===== config.mk =====
export PLATFORM = sky130hd
export DESIGN_NAME = lzc32_ctrl
export DESIGN_NICKNAME = d
export VERILOG_FILES = /design/src/rtl/lzc32_ctrl.sv
export SDC_FILE = /design/constraint.sdc
export NUM_CORES = 1
export LEC_CHECK = 0
export ABC_AREA = 0
export CAP_MARGIN = 20
export CORE_MARGIN = 2
export CORE_UTILIZATION = 30
export CTS_BUF_LIST = sky130_fd_sc_hd__clkbuf_16
export DETAILED_ROUTE_END_ITERATION = 16
export PLACE_DENSITY = 0.52
export REMOVE_ABC_BUFFERS = 1
export SYNTH_ARGS = -nofsm -noshare
export SYNTH_HDL_FRONTEND = slang
export SYNTH_SLANG_ARGS = --single-unit

===== constraint.sdc =====
create_clock -name clk -period 8.9 [get_ports clk]
set_clock_uncertainty 0.05 [all_clocks]
set_input_delay 0.89 -clock clk [delete_from_list [all_inputs] [get_ports clk]]
set_output_delay 0.89 -clock clk [all_outputs]
set_load 0.02 [all_outputs]

===== src/rtl/lzc32_ctrl.sv =====
`default_nettype none
// ============================================================================
// Module      : lzc32_ctrl (with helper lzd8b)
// Description : Multi-cycle leading-zero counter that scans a word MSB byte
//               first through one shared 8-bit leading-zero detector.
// Revision    : 1.0 - initial release
// ============================================================================

// 8-bit leading-zero detector: z8 = 0..8, 8 when the byte is all zeros.
module lzd8b (
   input  logic [7:0] i8,
   output logic [3:0] z8
);

   always_comb begin
      z8 = 4'd8;
      // Ascending scan: the highest set bit is the last one to assign.
      for (int i = 0; i < 8; i++) begin
         if (i8[i]) begin
            z8 = 4'(7 - i);
         end
      end
   end

endmodule

module lzc32_ctrl #(
   parameter int NBYTES = 4,
   parameter int CW     = 6
) (
   input  logic                clk,
   input  logic                rst,
   input  logic                start,
   input  logic [8*NBYTES-1:0] din,
   output logic                busy,
   output logic                done,
   output logic [CW-1:0]       zcount,
   output logic                zero_flag
);

   localparam int                 C_IDX_W    = (NBYTES > 1) ? $clog2(NBYTES) : 1;
   localparam logic [C_IDX_W-1:0] C_IDX_LAST = C_IDX_W'(NBYTES - 1);

   typedef enum logic [1:0] {
      S_IDLE = 2'd0,
      S_SCAN = 2'd1,
      S_DONE = 2'd2
   } state_t;

   state_t              r_state;
   state_t              w_state_next;

   logic [8*NBYTES-1:0] r_word;
   logic [C_IDX_W-1:0]  r_idx;
   logic [CW-1:0]       r_acc;
   logic [CW-1:0]       r_zcount;
   logic                r_zero_flag;

   logic [7:0]          w_bytes [NBYTES];
   logic [7:0]          w_i8;
   logic [3:0]          w_z8;
   logic [CW-1:0]       w_sum;
   logic                w_byte_zero;
   logic                w_last_byte;
   logic                w_finish;

   generate
      for (genvar b = 0; b < NBYTES; b++) begin : g_bytes
         assign w_bytes[b] = r_word[8*b +: 8];
      end
   endgenerate

   assign w_i8 = w_bytes[r_idx];

   lzd8b u_lzd8b (
      .i8 (w_i8),
      .z8 (w_z8)
   );

   assign w_sum       = r_acc + CW'(w_z8);
   assign w_byte_zero = (w_z8 == 4'd8);
   assign w_last_byte = (r_idx == '0);
   // The scan ends at the first non-zero byte or after the LSB byte.
   assign w_finish    = !w_byte_zero || w_last_byte;

   always_ff @(posedge clk or posedge rst) begin
      if (rst) begin
         r_state <= S_IDLE;
      end else begin
         r_state <= w_state_next;
      end
   end

   always_comb begin
      w_state_next = r_state;
      busy         = 1'b0;
      done         = 1'b0;
      case (r_state)
         S_IDLE: begin
            if (start) begin
               w_state_next = S_SCAN;
            end
         end
         S_SCAN: begin
            busy = 1'b1;
            if (w_finish) begin
               w_state_next = S_DONE;
            end
         end
         S_DONE: begin
            done         = 1'b1;
            w_state_next = S_IDLE;
         end
         default: begin
            w_state_next = S_IDLE;
         end
      endcase
   end

   always_ff @(posedge clk or posedge rst) begin
      if (rst) begin
         r_word      <= '0;
         r_idx       <= '0;
         r_acc       <= '0;
         r_zcount    <= '0;
         r_zero_flag <= 1'b0;
      end else begin
         case (r_state)
            S_IDLE: begin
               if (start) begin
                  r_word <= din;
                  r_idx  <= C_IDX_LAST;
                  r_acc  <= '0;
               end
            end
            S_SCAN: begin
               if (w_finish) begin
                  // Only an all-zero LSB byte can finish with a zero byte.
                  r_zcount    <= w_sum;
                  r_zero_flag <= w_byte_zero;
               end else begin
                  r_acc <= w_sum;
                  r_idx <= r_idx - 1'b1;
               end
            end
            default: begin
            end
         endcase
      end
   end

   assign zcount    = r_zcount;
   assign zero_flag = r_zero_flag;

endmodule

`default_nettype wire

==> flow_summary.json <==
{
  "design_area_um2": 3100,
  "vias": 1712,
  "r2r-end": "zcount[5]",
  "power.density_nw_per_um2": 274,
  "syn-cell-area_um2": 2400,
  "fmax_mhz": 306,
  "setup_violations": 0,
  "dp.cells": 377,
  "slowest_delay_ps": 690,
  "ir_drop_v": 0.0000951,
  "hold-worst-slack_ps": 422,
  "yosysWarnings": 0,
  "postCtsSetupBuffers": 0,
  "wire_per_inst_um": 12.1,
  "setup-tns-final_ps": 0,
  "cts.clk_slew.worst_paths_ps": 60,
  "tritoncts": "built",
  "layout-drive-gt1-share": 0.0739,
  "required_ps": 9020,
  "synth_top_area_frac": 0.511,
  "clockBufferDepth": 2,
  "r2r_start": "r_idx[1]",
  "seq_power_share": 0.415,
  "drc": 0,
  "swShare": 0.337,
  "final_antenna_net_count": 0,
  "rsz0062_at_grt": "false",
  "crit_slowest_cell": "mux4_1",
  "finalCriticalPeriod_ps": 3270,
  "ys.flop_type": "dfrtp_1",
  "viasPerCell": 4.44,
  "numCtsBuffers": 5,
  "post-place-ws_ps": 5610,
  "num_rows": 32,
  "pwr-share-comb": 0.381,
  "cp-start-kind": "flop",
  "async_reset_ff_frac": 1.00,
  "synth_top_cell_by_area": "dfrtp_1",
  "finish.cell_count_without_fillers": 386,
  "min_to": "r_word[20]",
  "wirelength_um": 4670,
  "max-cap-violations": 0,
  "dieArea_um2": 8730,
  "holdPathStages": 2,
  "io_pins": 44,
  "grt_pass1_vias": 1756,
  "synth.distinct_cells": 37,
  "p_int_mw": 0.563,
  "synth_area_leaders": "dfrtp_1, nand2_1, mux4_1",
  "track_usage": 0.116,
  "area_delta_synth_final_pct": 29.1,
  "hp-class": "reg -> reg",
  "cts_hold_buf": 0,
  "coreArea_um2": 7730,
  "drt_iter0_markers": 54,
  "seq_area_frac_synth": 0.511,
  "rrSetupSlack_ps": 5630,
  "path_class": "reg -> reg",
  "hold_viol_final": 0,
  "tightest_slew_ps": 457,
  "gp_congestion": 0.778,
  "cts.repair.resized": 0,
  "finalPower_mw": 0.849,
  "clock_latency_ps": 280,
  "crit_fanout": 10,
  "diodes": 0,
  "hold_start": "r_word[20]",
  "grt_max_degree": 50,
  "grt_pass1_wl_um": 8030,
  "cp_cell_sequence": "mux4_1, nor2_1, o21ai_0, a211oi_1, ha_1, a21o_1, a211oi_1, nor2_1, xor2_1, mux2_4",
  "finalMaxSlewViolations": 0,
  "leakagePower_nw": 1.53,
  "end_kind": "flop",
  "cp_num_buf_inv": 0,
  "final_common_cell": "nand2_1",
  "clock-root-buffer": "clkbuf_16",
  "switchingPower_mw": 0.286,
  "clockPowerShare": 0.204,
  "port_buffers": 43,
  "r2r_cells": 10,
  "dp_hpwl_um": 3350,
  "htreeDepth": 2,
  "clock-sinks": 49,
  "fin_ws_ps": 5630,
  "fill_cells": 767,
  "arrival_ps": 3380,
  "grt_overflow": 0,
  "die_h_um": 93.4,
  "relSlewSlack": 0.695,
  "synthCells": 242,
  "postPlaceCellArea_um2": 2920,
  "ys_ff_latch": 49,
  "critPathTopFamily": "multiplexers",
  "antenna_found_initial": 0,
  "synth_area_per_cell_um2": 9.91,
  "synth_edf_count": 0,
  "final_cell_mix": "nand2_1, dfrtp_1, clkdlybuf4s50_1",
  "fin_nets": 325,
  "drt-pass1-iter-count": 4,
  "outcome": "completed",
  "initial_core_util": 0.310,
  "die_w_um": 93.4,
  "min_period_over_period": 0.367,
  "fin_util": 0.401
}
[metal layers]
metal / part of all wire / wire, um / global-route usage / vias up
met3: 0.029 / 134 / 0.0363 / 2
met2: 0.49 / 2290 / 0.193 / 25
met5: 0 / 0 / 0 / -
li1: - / - / - / 876
met1: 0.47 / 2210 / 0.149 / 809
met4: 0.0058 / 27 / 0.0257 / 0
[sequential cells by signal, indices dropped and copies added (netlist names)]
signal	flops
r_idx	2
r_state	2
r_word	32
zero_flag	1
zcount	6
r_acc	6
[cells by family after synthesis]
logic type | share of synthesized area
buffers and inverters | 0.0412
muxes | 0.109
DFF | 0.511
adders and majority gates | 0.0344
AOI/OAI and AO/OA | 0.0642
and+or+nand+nor | 0.230
xor gates and xnor gates | 0.0110
[synth_stat cells (2+ instances only)]
master     instances
o2bb2ai_1          3
ha_1               5
inv_1             12
nor2_1             7
nand3_1            5
xnor2_1            2
o21ai_0            8
dfrtp_1           49
mux2_4             2
mux2i_1            2
mux4_1             5
a21oi_1            5
nor2b_1            3
clkbuf_1           9
a211oi_1           2
nand2_1          100
mux4_2             3
[layout make-up]
cell class                      count  area (um^2)  share of cell area
Sequential cell                    49         1230               0.396
Inverter                           12         45.0              0.0146
Multi-Input combinational cell    169         1070               0.347
Clock buffer                        5          125              0.0404
Clock inverter                      2         7.51             0.00243
Timing Repair Buffer               47          490               0.158
Tap cell                          102          128              0.0412
[how the worst max path moves through the flow]
stage | from | end | slack [ps] | cells past startpoint
2_1_floorplan | r_idx[1] | r_acc[4] | 5860 | 13
3_3_place_gp | r_idx[1] | zcount[5] | 5650 | 10
3_5_place_dp | r_idx[1] | zcount[5] | 5610 | 10
4_1_cts | r_idx[1] | zcount[5] | 5590 | 10
5_1_grt | r_idx[1] | r_acc[4] | 5350 | 13
6_report | r_idx[1] | zcount[5] | 5630 | 10
[power by group through the flow]
stage                     sequential, mW  combinational, mW  clock, mW
final                              0.352              0.323      0.173
after global routing               0.364              0.367      0.191
after CTS                          0.354              0.323      0.180
after detailed placement           0.356              0.323          0
after global placement             0.356              0.320          0
after floorplan                    0.346              0.229          0
[worst min-delay path, cell delays in order, from the launching register on]
cell and delay, ps:
dfrtp_1 340, nand2_1 50, nand2_1 50
(Power assumes the default switching activity.)
